===== src/rtl/mux2_rr_arbiter_if.sv =====
// Handshake bundle between the two requesters and the arbitrated 2:1 mux.
// The arbiter side uses the slave modport; requesters and consumers use master.
interface mux2_rr_arbiter_if #(
  parameter int WIDTH = 1
);

  logic             req_a;
  logic             req_b;
  logic [WIDTH-1:0] a;
  logic [WIDTH-1:0] b;
  logic             gnt_a;
  logic             gnt_b;
  logic             sel;
  logic [WIDTH-1:0] y;
  logic             y_valid;

  modport master (
    output req_a,
    output req_b,
    output a,
    output b,
    input  gnt_a,
    input  gnt_b,
    input  sel,
    input  y,
    input  y_valid
  );

  modport slave (
    input  req_a,
    input  req_b,
    input  a,
    input  b,
    output gnt_a,
    output gnt_b,
    output sel,
    output y,
    output y_valid
  );

endinterface


===== src/rtl/mux2_rr_arbiter.sv =====
// Round-robin arbiter owning the select of a shared 2:1 mux.
// One-hot registered grants with a bounded hold under contention.
module mux2_rr_arbiter #(
  parameter int WIDTH    = 1,
  parameter int MAX_HOLD = 4
) (
  input  logic             clk,
  input  logic             rst_n,
  mux2_rr_arbiter_if.slave bus
);

  typedef enum logic [1:0] {
    IDLE  = 2'd0,
    GNT_A = 2'd1,
    GNT_B = 2'd2
  } state_t;

  localparam logic [3:0] CMAX = 4'(MAX_HOLD - 1);

  state_t     state;
  state_t     nstate;
  logic [3:0] cnt;
  logic       last;
  logic       sel_q;
  logic       enter;
  logic       hold_done;

  assign hold_done = (cnt == CMAX);
  assign enter     = (nstate != state) &&
                     (nstate != IDLE);

  always_ff @(posedge clk or negedge rst_n) begin
    if (!rst_n) begin
      state <= IDLE;
    end else begin
      state <= nstate;
    end
  end

  // Rotation only happens when the other side is waiting.
  always_comb begin
    nstate = state;
    unique case (1'b1)
      (state == IDLE): begin
        if (bus.req_a && bus.req_b) begin
          nstate = last ? GNT_A : GNT_B;
        end else if (bus.req_a) begin
          nstate = GNT_A;
        end else if (bus.req_b) begin
          nstate = GNT_B;
        end
      end
      (state == GNT_A): begin
        if (!bus.req_a) begin
          nstate = bus.req_b ? GNT_B : IDLE;
        end else if (bus.req_b && hold_done) begin
          nstate = GNT_B;
        end
      end
      (state == GNT_B): begin
        if (!bus.req_b) begin
          nstate = bus.req_a ? GNT_A : IDLE;
        end else if (bus.req_a && hold_done) begin
          nstate = GNT_A;
        end
      end
      default: nstate = IDLE;
    endcase
  end

  always_ff @(posedge clk or negedge rst_n) begin
    if (!rst_n) begin
      cnt <= 4'd0;
    end else if (enter) begin
      cnt <= 4'd0;
    end else if (state != IDLE && !hold_done) begin
      cnt <= cnt + 4'd1;
    end
  end

  // last=1 at reset so A wins the first contested round.
  always_ff @(posedge clk or negedge rst_n) begin
    if (!rst_n) begin
      last <= 1'b1;
    end else if (enter) begin
      last <= (nstate == GNT_B);
    end
  end

  // sel keeps its value through IDLE to avoid a glitch on y.
  always_ff @(posedge clk or negedge rst_n) begin
    if (!rst_n) begin
      sel_q <= 1'b0;
    end else if (nstate == GNT_A) begin
      sel_q <= 1'b0;
    end else if (nstate == GNT_B) begin
      sel_q <= 1'b1;
    end
  end

  always_comb begin
    bus.gnt_a   = (state == GNT_A);
    bus.gnt_b   = (state == GNT_B);
    bus.y_valid = (state == GNT_A) ||
                  (state == GNT_B);
    bus.sel     = sel_q;
    bus.y       = sel_q ? bus.b : bus.a;
  end

  a_onehot: assert property (
    @(posedge clk) disable iff (!rst_n)
    !(bus.gnt_a && bus.gnt_b)
  );

  a_sel_a: assert property (
    @(posedge clk) disable iff (!rst_n)
    bus.gnt_a |-> !bus.sel
  );

  a_sel_b: assert property (
    @(posedge clk) disable iff (!rst_n)
    bus.gnt_b |-> bus.sel
  );

endmodule


===== src/flat_wrapper.sv =====
// flat-port wrapper written by rule: the top's interface ports become plain ports
module mux2_rr_arbiter_flat 
#(
  parameter int WIDTH    = 1,
  parameter int MAX_HOLD = 4
)
  (clk, rst_n, bus_req_a, bus_req_b, bus_a, bus_b, bus_gnt_a, bus_gnt_b, bus_sel, bus_y, bus_y_valid);
  mux2_rr_arbiter_if #(.WIDTH(WIDTH)) bus_i ();
  input  logic clk;
  input  logic rst_n;
  input wire logic [$bits(bus_i.req_a)-1:0] bus_req_a;
  input wire logic [$bits(bus_i.req_b)-1:0] bus_req_b;
  input wire logic [$bits(bus_i.a)-1:0] bus_a;
  input wire logic [$bits(bus_i.b)-1:0] bus_b;
  output wire logic [$bits(bus_i.gnt_a)-1:0] bus_gnt_a;
  output wire logic [$bits(bus_i.gnt_b)-1:0] bus_gnt_b;
  output wire logic [$bits(bus_i.sel)-1:0] bus_sel;
  output wire logic [$bits(bus_i.y)-1:0] bus_y;
  output wire logic [$bits(bus_i.y_valid)-1:0] bus_y_valid;
  assign bus_i.req_a = bus_req_a;
  assign bus_i.req_b = bus_req_b;
  assign bus_i.a = bus_a;
  assign bus_i.b = bus_b;
  assign bus_gnt_a = bus_i.gnt_a;
  assign bus_gnt_b = bus_i.gnt_b;
  assign bus_sel = bus_i.sel;
  assign bus_y = bus_i.y;
  assign bus_y_valid = bus_i.y_valid;
  mux2_rr_arbiter #(.WIDTH(WIDTH), .MAX_HOLD(MAX_HOLD)) u_core (.clk(clk), .rst_n(rst_n), .bus(bus_i));
endmodule

===== config.mk =====
export PLATFORM = sky130hd
export DESIGN_NAME = mux2_rr_arbiter_flat
export DESIGN_NICKNAME = d
export VERILOG_FILES = /design/src/rtl/mux2_rr_arbiter_if.sv /design/src/rtl/mux2_rr_arbiter.sv /design/src/flat_wrapper.sv
export SDC_FILE = /design/constraint.sdc
export NUM_CORES = 1
export LEC_CHECK = 0
export BUFFER_PORTS_ARGS = -buffer_cell sky130_fd_sc_hd__buf_2
export CAP_MARGIN = 20
export CORE_UTILIZATION = 35
export DETAILED_ROUTE_END_ITERATION = 10
export SYNTH_ARGS = -nofsm -noshare
export SYNTH_HDL_FRONTEND = slang
export SYNTH_SLANG_ARGS = --single-unit

===== constraint.sdc =====
create_clock -name clk -period 2.9 [get_ports clk]
set_clock_uncertainty 0.1 [all_clocks]
set_input_delay 0.58 -clock clk [delete_from_list [all_inputs] [get_ports clk]]
set_output_delay 0.58 -clock clk [all_outputs]
set_load 0.01 [all_outputs]

Word-level counts from Yosys, hierarchy flattened
Index checks and enable logic that the tools add are counted.
{"block": "classes", "eq_ne": 6, "n_addsub": 1, "n_reduce_logical": 12, "muxes": 16}
{"cell": "2-to-1 mux 2 bit", "count": 9}
{"cell": "2-to-1 mux 4 bit", "count": 2}
{"cell": "nonzero test 2 bit", "count": 4}
{"cell": "case mux 2 bit (3 select lines)", "count": 1}
{"cell": "logical AND 1 bit", "count": 5}
{"cell": "adder 4 x 1 -> 4 bit, second input constant", "count": 1}
{"cell": "== test 2 x 1 -> 1 bit, second input constant", "count": 2}
{"cell": "== test 2 bit, second input constant", "count": 2}
{"cell": "== test 4 x 2 -> 1 bit, second input constant", "count": 1}
{"cell": "2-to-1 mux 1 bit", "count": 4}
{"cell": "logical NOT 2 bit", "count": 1}
{"cell": "!= test 2 bit", "count": 1}
{"cell": "logical NOT 1 bit", "count": 1}
{"cell": "logical OR 1 bit", "count": 1}
{"block": "word_totals", "elab_cells": 39, "inputBits": 6, "out_inout_bits": 5, "register_bits": 8}

Depth between registers and ports, before layout
{"block": "logic_depth", "depth_word": 8, "ltp_mapped": 9}

Least setup slack after synthesis
Ideal clock, no wire load.
{"block": "synth_path", "kind": "register -> register", "from": "register u_core.state[1]", "to": "register u_core.last", "synth_period_minus_slack_ps": 2199, "t_required_ps": 2715, "arrival_ps": 2015, "n_path_buf": 0, "setup_ps": 85, "stages_incl_launch_ff": 10, "path_slack_ps": 701, "cell_sequence": "dfrtp_1 > inv_1 > ha_1 > o21ai_0 > a31o_1 > a31oi_4 > inv_1 > ha_1 > a21oi_4 > mux2_1"}
{"block": "synth_via", "elab_cells_between_ends": 15, "classes_between": "eq/ne: 4; mux: 8; reduce/logical: 3"}
{"element": "start: declaration", "line": "mux2_rr_arbiter.sv:20", "rtl": "state_t state;"}
{"element": "start signal: assignment", "line": "mux2_rr_arbiter.sv:36", "rtl": "state <= nstate;"}
{"element": "== test 2 x 1 -> 1 bit (*)"}
{"element": "named net bus_gnt_a", "line": "flat_wrapper.sv:15", "rtl": "output wire logic [$bits(bus_i.gnt_a)-1:0] bus_gnt_a;"}
{"element": "case mux 2 bit (3 select lines) (*)", "line": "mux2_rr_arbiter.sv:43", "rtl": "unique case (1'b1)"}
{"element": "named net u_core.nstate[1]", "line": "mux2_rr_arbiter.sv:21", "rtl": "state_t nstate;"}
{"element": "!= test 2 bit / nonzero test 2 bit (equally long branches)", "line": "mux2_rr_arbiter.sv:29, mux2_rr_arbiter.sv:30"}
{"element": "logical AND 1 bit", "line": "mux2_rr_arbiter.sv:29", "rtl": "assign enter = (nstate != state) &&"}
{"element": "end signal: assignment", "line": "mux2_rr_arbiter.sv:86", "rtl": "last <= (nstate == GNT_B);"}
{"element": "end: declaration", "line": "mux2_rr_arbiter.sv:23", "rtl": "logic last;"}
The timed path passes the listed nets; every way through them passes the cells marked *.
A chain may end at the register's enable or synchronous reset.

Worst setup path in the final report
{"block": "layout_path", "from": "register u_core.state[1]", "to": "register u_core.last"}
{"block": "layout_via", "elab_chain_cells": 6, "elab_cells_between_ends": 15, "classes_between": "eq/ne: 4; mux: 8; reduce/logical: 3"}
{"element": "2-to-1 mux 2 bit", "line": "mux2_rr_arbiter.sv:49", "rtl": "end else if (bus.req_b) begin"}
{"element": "2-to-1 mux 2 bit", "line": "mux2_rr_arbiter.sv:47", "rtl": "end else if (bus.req_a) begin"}
{"element": "2-to-1 mux 2 bit", "line": "mux2_rr_arbiter.sv:45", "rtl": "if (bus.req_a && bus.req_b) begin"}
{"element": "case mux 2 bit (3 select lines) (*)", "line": "mux2_rr_arbiter.sv:43"}
{"element": "named net u_core.nstate[1]", "line": "mux2_rr_arbiter.sv:21"}
{"element": "!= test 2 bit / nonzero test 2 bit (equally long branches)", "line": "mux2_rr_arbiter.sv:29, mux2_rr_arbiter.sv:30"}
{"element": "logical AND 1 bit", "line": "mux2_rr_arbiter.sv:29"}
Marked as above.

==> impl_metrics.xml <==
<?xml version="1.0" encoding="UTF-8"?>
<metrics>
  <group name="status">
    <metric name="status" unit="">finished, final reports clean</metric>
  </group>
  <group name="power_and_ir_drop">
    <metric name="power.static_leakage" unit="uW">0.000329</metric>
    <metric name="p_total" unit="uW">735</metric>
    <metric name="max-vdd-ir-drop" unit="mV">0.427</metric>
    <metric name="power.density_cell_area" unit="nW/um^2">1030</metric>
  </group>
  <group name="detailed_routing">
    <metric name="detail-route-antenna-nets" unit="">0</metric>
    <metric name="post_drt_via_cell_ratio" unit="">5.14</metric>
    <metric name="detailedRoute.firstPassIterationCount" unit="">4</metric>
    <metric name="detailroute.via_count" unit="">447</metric>
    <metric name="totalWireLength" unit="mm">1.03</metric>
    <metric name="drt_first_iter_violations" unit="">5</metric>
    <metric name="detail_route.wl_per_cell" unit="um">11.9</metric>
    <metric name="remaining_drc_errors" unit="">0</metric>
  </group>
  <group name="worst_setup_path">
    <metric name="rr_endpoint" unit="">u_core.last</metric>
    <metric name="r2r_setup_slk" unit="ps">590</metric>
    <metric name="regToRegStartpoint" unit="">u_core.state[1]</metric>
    <metric name="critical_path.max_fanout" unit="">6</metric>
    <metric name="worst-setup-path-type" unit="">reg -&gt; reg</metric>
    <metric name="required" unit="ps">2970</metric>
    <metric name="kind_of_launch_point_of_the_worst_setup_path" unit="">register</metric>
    <metric name="r2r_cells" unit="">9</metric>
    <metric name="worst-endpoint-arrival" unit="ps">2380</metric>
    <metric name="endpoint_kind" unit="">register</metric>
  </group>
  <group name="logic_synthesis">
    <metric name="postSynthNetCount" unit="">71</metric>
    <metric name="ys.warnings.count" unit="">0</metric>
    <metric name="synthesis.area_per_instance" unit="sq um">10.8</metric>
    <metric name="netlist-cell-type-count" unit="">27</metric>
    <metric name="synth-seq-area-share" unit="">0.327</metric>
    <metric name="synthDominantAreaCellType" unit="">sky130_fd_sc_hd__dfrtp_1</metric>
    <metric name="yosys-top-cells-area" unit="">sky130_fd_sc_hd__dfrtp_1 28%, sky130_fd_sc_hd__ha_1 16%, sky130_fd_sc_hd__dfstp_2 4.3%</metric>
    <metric name="syn_inst" unit="">57</metric>
    <metric name="postSynthRegisterBits" unit="">8</metric>
    <metric name="synthesis.area" unit="sq um">616</metric>
    <metric name="netlist.area_leader.share" unit="">0.285</metric>
  </group>
  <group name="global_routing">
    <metric name="initial_antenna_violation_count" unit="">0</metric>
    <metric name="pin_count_of_the_biggest_net_entering_global_routing" unit="">9</metric>
    <metric name="track_usage" unit="">0.129</metric>
    <metric name="first_global_vias" unit="">433</metric>
    <metric name="grt.overflow.total" unit="">0</metric>
    <metric name="grt_first_pass_wirelength" unit="mm">1.80</metric>
  </group>
  <group name="placed_design">
    <metric name="finalWeightedCongestion" unit="">0.778</metric>
    <metric name="dp_slack" unit="ps">526</metric>
    <metric name="dp_hpwl" unit="um">801</metric>
    <metric name="place.port_buffers" unit="">10</metric>
  </group>
  <group name="timing">
    <metric name="timing.fmax" unit="MHz">433</metric>
    <metric name="worstMarginPinSlew" unit="ps">301</metric>
    <metric name="final-setup-viol-count" unit="">0</metric>
    <metric name="timing.final.crit_share" unit="">0.796</metric>
    <metric name="totalNegativeSetupSlack" unit="ps">0</metric>
    <metric name="finalMaxSlewViolations" unit="">0</metric>
    <metric name="max_transition_margin" unit="">0.799</metric>
    <metric name="grt_setup_unrepaired" unit="">false</metric>
    <metric name="final.setup.worst_slack" unit="ps">593</metric>
    <metric name="final-hold-violation-count" unit="">0</metric>
    <metric name="crit_path_time_final" unit="ps">2310</metric>
  </group>
  <group name="final_layout">
    <metric name="layout_common_cells" unit="">10 x sky130_fd_sc_hd__buf_2, 8 x sky130_fd_sc_hd__ha_1, 7 x sky130_fd_sc_hd__inv_1, 7 x sky130_fd_sc_hd__dfrtp_1, 4 x sky130_fd_sc_hd__nor2_1</metric>
    <metric name="diodes" unit="">0</metric>
    <metric name="layout_commonest_cell" unit="">sky130_fd_sc_hd__buf_2</metric>
    <metric name="area_growth" unit="%">15.7</metric>
    <metric name="nets" unit="">86</metric>
    <metric name="layout-drive-gt1-share" unit="">0.282</metric>
  </group>
  <group name="clock_network">
    <metric name="clock_sinks" unit="">8</metric>
    <metric name="cts_tree" unit="">done</metric>
    <metric name="cts.htree.levels" unit="">1</metric>
    <metric name="clock_latency" unit="ps">250</metric>
    <metric name="number_of_gates_given_a_new_drive_strength_after_cts" unit="">0</metric>
    <metric name="clockBufferDepth" unit="">2</metric>
    <metric name="clock_pin_slew_of_the_registers_on_the_worst_case_setup_and_hold_paths" unit="ps">60</metric>
    <metric name="post_cts.repair.setup_buffers" unit="">0</metric>
    <metric name="clock-root-buffer" unit="">sky130_fd_sc_hd__clkbuf_4</metric>
    <metric name="post_cts_hold_buffer_count" unit="">0</metric>
    <metric name="num_cts_buffers" unit="">3</metric>
  </group>
  <group name="die">
    <metric name="design.portCount" unit="">11</metric>
    <metric name="die_area" unit="sq um">1930</metric>
    <metric name="floorplan.die.height" unit="um">43.9</metric>
    <metric name="core-area" unit="sq um">1580</metric>
    <metric name="dieWidth" unit="um">43.9</metric>
    <metric name="start_util" unit="">0.390</metric>
    <metric name="fp-row-count" unit="">14</metric>
  </group>
  <group name="job">
    <metric name="maxCapViolCount" unit="">0</metric>
  </group>
  <group name="min_path">
    <metric name="hold_path_class" unit="">in -&gt; async</metric>
  </group>
</metrics>
[critical path, cell delays in order, from the launching register on]
cell	delay, ps
sky130_fd_sc_hd__dfrtp_1	450
sky130_fd_sc_hd__inv_1	130
sky130_fd_sc_hd__ha_1	200
sky130_fd_sc_hd__o21ai_0	90
sky130_fd_sc_hd__a31o_1	220
sky130_fd_sc_hd__a31oi_4	240
sky130_fd_sc_hd__inv_1	90
sky130_fd_sc_hd__ha_1	210
sky130_fd_sc_hd__a21oi_4	160
sky130_fd_sc_hd__mux2_1	330
[layout make-up]
type	instances	area (sq um)
Clock buffer	4	26.3
Fill cell	158	865
Inverter	7	26.3
Multi-Input combinational cell	42	388
Sequential cell	8	201
Tap cell	16	20.0
Timing Repair Buffer	10	50.0
[registers in the layout, indices dropped and copies added, names as in the netlist]
register        count
u_core.last         1
u_core.cnt          4
u_core.bus.sel      1
u_core.state        2
[cell families after synthesis]
group / synth area share
muxes: 0.0691
adders and majority gates: 0.163
DFF: 0.327
xor gates and xnor gates: 0.0569
AOI/OAI and AO/OA: 0.193
and+or+nand+nor: 0.148
buffers and inverters: 0.0427
[per-stage QoR]
step | hold slack (ps) | std cells | util | cell area [sq um]
3_5_place_dp | 330 | 83 | 0.435 | 686
3_3_place_gp | 330 | 83 | 0.435 | 686
4_1_cts | 51.2 | 87 | 0.452 | 712
6_report | 54.8 | 87 | 0.452 | 712
5_1_grt | 57.1 | 87 | 0.452 | 712
2_1_floorplan | 184 | 57 | - | 616
[synthesized netlist by cell type]
cell	instances
sky130_fd_sc_hd__a21oi_1	2
sky130_fd_sc_hd__a21oi_4	1
sky130_fd_sc_hd__a31o_1	1
sky130_fd_sc_hd__a31oi_1	1
sky130_fd_sc_hd__a31oi_4	1
sky130_fd_sc_hd__and4_4	1
sky130_fd_sc_hd__dfrtp_1	7
sky130_fd_sc_hd__dfstp_2	1
sky130_fd_sc_hd__ha_1	8
sky130_fd_sc_hd__inv_1	7
sky130_fd_sc_hd__mux2_1	1
sky130_fd_sc_hd__mux2_2	1
sky130_fd_sc_hd__mux2i_1	2
sky130_fd_sc_hd__nand2_1	1
sky130_fd_sc_hd__nand3b_1	1
sky130_fd_sc_hd__nand4_1	1
sky130_fd_sc_hd__nand4b_1	1
sky130_fd_sc_hd__nand4bb_1	2
sky130_fd_sc_hd__nor2_1	4
sky130_fd_sc_hd__nor2b_1	1
sky130_fd_sc_hd__o21ai_0	3
sky130_fd_sc_hd__o21ai_1	2
sky130_fd_sc_hd__o21ba_1	1
sky130_fd_sc_hd__o31ai_4	1
sky130_fd_sc_hd__or4b_2	1
sky130_fd_sc_hd__xnor2_1	3
sky130_fd_sc_hd__xor2_1	1
[metal layers]
layer  track usage  routed length, um
met1         0.163                499
met2         0.197                471
met3        0.0125                 53
met4         0.109                  9
met5             0                  0
[power by group]
group	internal [uW]	total, uW	switching, uW
Combinational	208	456	249
Sequential	154	190	36.3
Clock	52.5	89.2	36.7
Total	414	735	322
[how the worst max path moves through the flow]
stage / startpoint / end / slack (ps)
global route: u_core.state[1] / u_core.last / 440
finish: u_core.state[1] / u_core.last / 590
CTS: u_core.state[1] / u_core.last / 580
floorplan: u_core.state[1] / u_core.last / 700
detailed placement: bus_req_b / u_core.last / 530
global placement: bus_req_b / u_core.last / 540
No activity file was read; power rests on OpenSTA's default activity.
